File: config.mk
export PLATFORM = sky130hd
export DESIGN_NAME = led_display_driver
export DESIGN_NICKNAME = d
export VERILOG_FILES = /design/src/rtl/led_drv_pkg.sv /design/src/rtl/led_pwm_gate.sv /design/src/rtl/led_display_driver.sv
export SDC_FILE = /design/constraint.sdc
export NUM_CORES = 1
export LEC_CHECK = 0
export CAP_MARGIN = 20
export CORE_UTILIZATION = 64
export CTS_CLUSTER_DIAMETER = 50
export DETAILED_ROUTE_END_ITERATION = 10
export PLACE_DENSITY = 0.84
export SLEW_MARGIN = 40
export SYNTH_ARGS = -nofsm -noshare
export SYNTH_HDL_FRONTEND = slang
export SYNTH_HIERARCHICAL = 1
export SYNTH_SLANG_ARGS = --single-unit
File: constraint.sdc
create_clock -name clk -period 4.43 [get_ports clk]
set_input_delay 0.886 -clock clk [delete_from_list [all_inputs] [get_ports clk]]
set_output_delay 0.886 -clock clk [all_outputs]
set_load 0.05 [all_outputs]
File: src/rtl/led_drv_pkg.sv
// Shared types and constants for the LED display driver.
// The optional PWM dimming feature is enabled by defining LED_PWM_DIM_EN.
package led_drv_pkg;

  typedef enum logic {
    IDLE = 1'b0,
    SHOW = 1'b1
  } state_t;

  localparam int DEF_HOLD_CYCLES = 12_000_000;
  localparam int DEF_BLINK_HALF  = 3_000_000;
  localparam int PWM_W           = 4;

endpackage

File: src/rtl/led_pwm_gate.sv
// Brightness gate: free-running PWM counter whose compare masks the LED bits.
// Only instantiated when LED_PWM_DIM_EN is defined.
module led_pwm_gate
  import led_drv_pkg::*;
#(
  parameter int NUM_LEDS = 4
) (
  input  logic                clk,
  input  logic                rst,
  input  logic [PWM_W-1:0]    brightness,
  input  logic [NUM_LEDS-1:0] pattern,
  output logic [NUM_LEDS-1:0] gated
);

  logic [PWM_W-1:0] pwm_cnt;

  always_ff @(posedge clk or posedge rst) begin
    if (rst) begin
      pwm_cnt <= '0;
    end else begin
      pwm_cnt <= pwm_cnt + PWM_W'(1);
    end
  end

  // Duty is (brightness+1)/16, so brightness 4'hF never gates anything off
  assign gated = pattern & {NUM_LEDS{pwm_cnt <= brightness}};

endmodule

File: src/rtl/led_display_driver.sv
// Accepts LED patterns over valid/ready and shows each one, steady or blinking, for a hold window.
// Define LED_PWM_DIM_EN to dim the LEDs with a 4-bit PWM driven by the brightness input.
module led_display_driver
  import led_drv_pkg::*;
#(
  parameter int NUM_LEDS    = 4,
  parameter int CNT_W       = 24,
  parameter int HOLD_CYCLES = DEF_HOLD_CYCLES,
  parameter int BLINK_HALF  = DEF_BLINK_HALF
) (
  input  logic                clk,
  input  logic                rst,
  input  logic                in_valid,
  output logic                in_ready,
  input  logic [NUM_LEDS-1:0] in_pattern,
  input  logic                in_blink,
  input  logic [PWM_W-1:0]    brightness,
  output logic                busy,
  output logic [NUM_LEDS-1:0] led
);

  localparam logic [CNT_W-1:0] HOLD_LOAD  = CNT_W'(HOLD_CYCLES - 1);
  localparam logic [CNT_W-1:0] BLINK_LOAD = CNT_W'(BLINK_HALF - 1);

  state_t              state, state_next;
  logic [CNT_W-1:0]    hold_cnt, hold_next;
  logic [CNT_W-1:0]    blink_cnt, blink_next;
  logic [NUM_LEDS-1:0] pat_q, pat_next;
  logic                blink_q, blink_q_next;
  logic                phase_q, phase_next;
  logic [NUM_LEDS-1:0] led_next;
  logic [NUM_LEDS-1:0] led_gated;

  always_ff @(posedge clk or posedge rst) begin
    if (rst) begin
      state     <= IDLE;
      hold_cnt  <= '0;
      blink_cnt <= '0;
      pat_q     <= '0;
      blink_q   <= 1'b0;
      phase_q   <= 1'b0;
      led       <= '0;
    end else begin
      state     <= state_next;
      hold_cnt  <= hold_next;
      blink_cnt <= blink_next;
      pat_q     <= pat_next;
      blink_q   <= blink_q_next;
      phase_q   <= phase_next;
      led       <= led_gated;
    end
  end

  // phase_q=1 means the lit half of a blink period; led_next is the value for the next cycle
  always_comb begin
    state_next   = state;
    hold_next    = hold_cnt;
    blink_next   = blink_cnt;
    pat_next     = pat_q;
    blink_q_next = blink_q;
    phase_next   = phase_q;
    led_next     = pat_q;
    case (state)
      IDLE: begin
        if (in_valid) begin
          state_next   = SHOW;
          hold_next    = HOLD_LOAD;
          blink_next   = BLINK_LOAD;
          phase_next   = 1'b1;
          pat_next     = in_pattern;
          blink_q_next = in_blink;
          led_next     = in_pattern;
        end
      end
      SHOW: begin
        if (hold_cnt == '0) begin
          // Leaving the window always restores the steady pattern, regardless of blink phase
          state_next = IDLE;
          led_next   = pat_q;
        end else begin
          hold_next = hold_cnt - CNT_W'(1);
          if (blink_q) begin
            if (blink_cnt == '0) begin
              blink_next = BLINK_LOAD;
              phase_next = ~phase_q;
            end else begin
              blink_next = blink_cnt - CNT_W'(1);
            end
          end
          led_next = (!blink_q || phase_next) ? pat_q : '0;
        end
      end
      default: begin
        state_next = IDLE;
      end
    endcase
  end

  assign in_ready = (state == IDLE);
  assign busy     = (state == SHOW);

`ifdef LED_PWM_DIM_EN
  led_pwm_gate #(
    .NUM_LEDS(NUM_LEDS)
  ) u_pwm_gate (
    .clk       (clk),
    .rst       (rst),
    .brightness(brightness),
    .pattern   (led_next),
    .gated     (led_gated)
  );
`else
  logic unused_brightness;
  assign unused_brightness = ^brightness;
  assign led_gated         = led_next;
`endif

endmodule

==> summary.md <==
| Metric | Value |
|---|---|
| Status | finished, final reports clean |
| DRC | 0 |
| Total Nets Final | 373 |
| # resized after CTS | 0 |
| Commonest non-fill, non-tap cell in the layout | dfrtp_1 |
| Number of CTS-inserted buffers | 9 |
| First-pass GRT wire length | 12970 um |
| Pwr dens | ~380 nW/um^2 |
| Cells along the critical path | inv_1 -> clkdlybuf4s50_1 |
| Hold Path Class | flop to flop |
| H-tree level count | 3 |
| HPWL Detailed | around 5000 um |
| Most area-consuming cells after synthesis | dfrtp_1 45%, or4_1 7.3%, o31ai_1 4.3%, or3_1 3.2%, nand3_1 3.2% |
| Async S/R FF share, synth | 100.0% |
| TNS Setup | 0 ps |
| GPL Wtd Cong | 0.8375 |
| WP data arrival | 2110 ps |
| Initial antenna violation count | 0 |
| Post-synthesis sequential area ratio | between 40% and 50% |
| Share of the synthesized area in the top cell type | 44.65% |
| Die ar. | 5458 um^2 |
| WP data required | between 3000 and 4000 ps |
| CTS max path bufs | 2 |
| Endpoints failing setup | 0 |
| Diodes inserted | 0 |
| Initial Util | around two thirds |
| Area grow syn2layout | 11.80% |
| Detailed-route vias per instance | just under 7 |
| Setup crit start kind | flop |
| CP Max Fanout | 14 |
| Flops & latches, synth | 59 |
| Post-CTS Setup Bufs | 0 |
| Distinct cells, synth | 50 |
| Via count | 2971 |
| Net Count, Synth | 370 |
| Max Transition Viols Final | 0 |
| Hold Slack | 484.3 ps |
| Total grt overflow | 0 |
| Top Usage Layer GRT | met2 |
| Number of enable flip-flop cells after synthesis | 0 |
| Core area | around 4800 um^2 |
| PortBufs | 13 |
| Global Route met2 Usage | just under 50% |
| Final Core Density | 76.26% |
| Yosys warns | 6 |
| Leading area contributor after synthesis | dfrtp_1 |
| Cell depth of the worst flop-to-flop path | 5 |
| Die Y-Extent | 73.88 um |
| Crit-path max cell delay | 860 ps |
| DRC marker count from the first detailed-route iteration | 345 |
| CP Capture Type | output port |
| Final setup margin | between 1000 and 1500 ps |
| Measured slew at the worst slew-check pin | 771.8 ps |
| Synth Instances | 354 |
| All-layer global routing usage | 31.97% |
| Buf/Inv on CP | 2 |
| Fraction of layout cells with a size suffix above 1 | 10.22% |
| Met1 layer usage reported by global route | between 40% and 50% |
| Final hold violations | 0 |
| Syn Area/Cell | 9.342 um^2 |
| Largest net degree at the start of global routing | 45 |
| Commonest non-fill, non-tap cells in the layout | 59 x dfrtp_1, 32 x or4_1, 26 x nand2_1 |
| Cell area after synthesis | 3307 um^2 |
| Clock Latency Late Sink | approximately 340 ps |
| Total leakage power | 1.335 nW |
| Fmax | 333.8 MHz |
| Cts hold-fix bufs | 0 |
| RSZ-0062 raised after global routing | false |
| GR met3 Demand/Resource | 4.527% |
| Vias in the first global route | 2688 |
| Pre-antenna DRT Iters | 5 |
| Crit path depth | 2 |
| Peak supply drop | about 0.26 mV |
| Family with the most delay on the worst path | buffers and inverters |
| Chip width | 73.88 um |
| Io pins | 18 |
| Hold Crit Depth | 2 |
| Worst-path clk slew | 80 ps |
| Main synth FF type | dfrtp_1 |
| Number of placement rows | 25 |
| Fin crit share | 67.62% |
| Critical-path top delay cell | clkdlybuf4s50_1 |
| CTS root buf | clkbuf_8 |
| CTS tree | yes |
| Setup Skew | 8.409 ps |
| Detail Route Antenna Nets | 0 |
| CTS sink cnt | just under 60 |
| Pre-CTS setup slack | 1571 ps |
| Crit path time final | between 2000 and 3000 ps |
| Maxcap violations | 0 |
| Setup CP Type | flop to output port |
| Routed WL | 7828 um |
| Slew headroom | 48.42% |
| Routed WL per cell | 18.25 um |
-- through the flow --
stage,total power [W],cell area [um^2],cells
after floorplan,0.0008018,3307,354
after global placement,0.0008426,3458,413
after detailed placement,0.0008575,3467,413
after CTS,0.001409,3692,429
after global routing,0.001464,3697,429
final,0.001408,3697,429
-- Yosys cell counts, types with 4 or more instances --
| master | n |
|---|---|
| nor2_1 | 16 |
| o41ai_1 | 5 |
| a21oi_1 | 12 |
| nor3_1 | 19 |
| or4_1 | 32 |
| buf_2 | 4 |
| ha_1 | 4 |
| nand2_1 | 26 |
| o21ai_0 | 10 |
| dfrtp_1 | 59 |
| and4_1 | 4 |
| a211oi_1 | 4 |
| or3_1 | 17 |
| o31ai_1 | 19 |
| clkbuf_1 | 19 |
| a31oi_1 | 6 |
| nor4_1 | 8 |
| o211ai_1 | 4 |
| inv_1 | 8 |
| a21boi_0 | 4 |
| nand3_1 | 21 |
-- worst reg2reg max path: cells and delay by family (launching register included) --
family | cells | cell delay [ps]
AND/OR/NAND/NOR | 4 | 2010
AO/OA/AOI/OAI | 1 | 270
flip-flops | 1 | 430
-- path summary, 6_finish.rpt --
check | start | end | slack, ps
worst max-delay path | busy | in_ready | 1430
worst min-delay path | pat_q[1] | pat_q[1] | 480
worst max register to register | blink_cnt[3] | blink_cnt[20] | 1610
worst min register to register | pat_q[1] | pat_q[1] | 480
max in group asynchronous | rst | blink_cnt[2] | 2820
min in group asynchronous | rst | pat_q[2] | 950
-- power breakdown --
group          internal, W  switching (W)
clock             0.000320       0.000235
sequential        0.000601      0.0000696
combinational    0.0000797       0.000102
-- layout make-up --
cell class / instances / area, um^2
Clock inverter: 7 / 101.3
Inverter: 8 / 32.53
Clock buffer: 9 / 123.9
Tap cell: 67 / 83.83
Multi-Input combinational cell: 260 / 1704
Sequential cell: 59 / 1476
Timing Repair Buffer: 19 / 175.2
Fill cell: 351 / 1151
-- cells by family after synthesis --
group / Yosys count / share of synthesized area [%]
simple gates: 169 / 30.34
compound gates: 83 / 18.01
flops: 59 / 44.65
buf+inv: 35 / 4.351
fa+ha+maj: 4 / 1.513
xor+xnor: 2 / 0.5298
mux: 2 / 0.6054
-- flip-flops by register name, indices dropped and copies added, names as in the netlist --
register,cells
blink_cnt,24
hold_cnt,24
led,4
pat_q,4
blink_q,1
busy,1
phase_q,1
-- per-layer routing --
metal	part of all wire (%)	vias up	wire, um
met3	5.8	13	456
met1	45	1453	3526
met5	0	-	0
met2	48	107	3728
met4	1.5	0	116
li1	-	1398	-
Power figures use the tool's default switching activity.
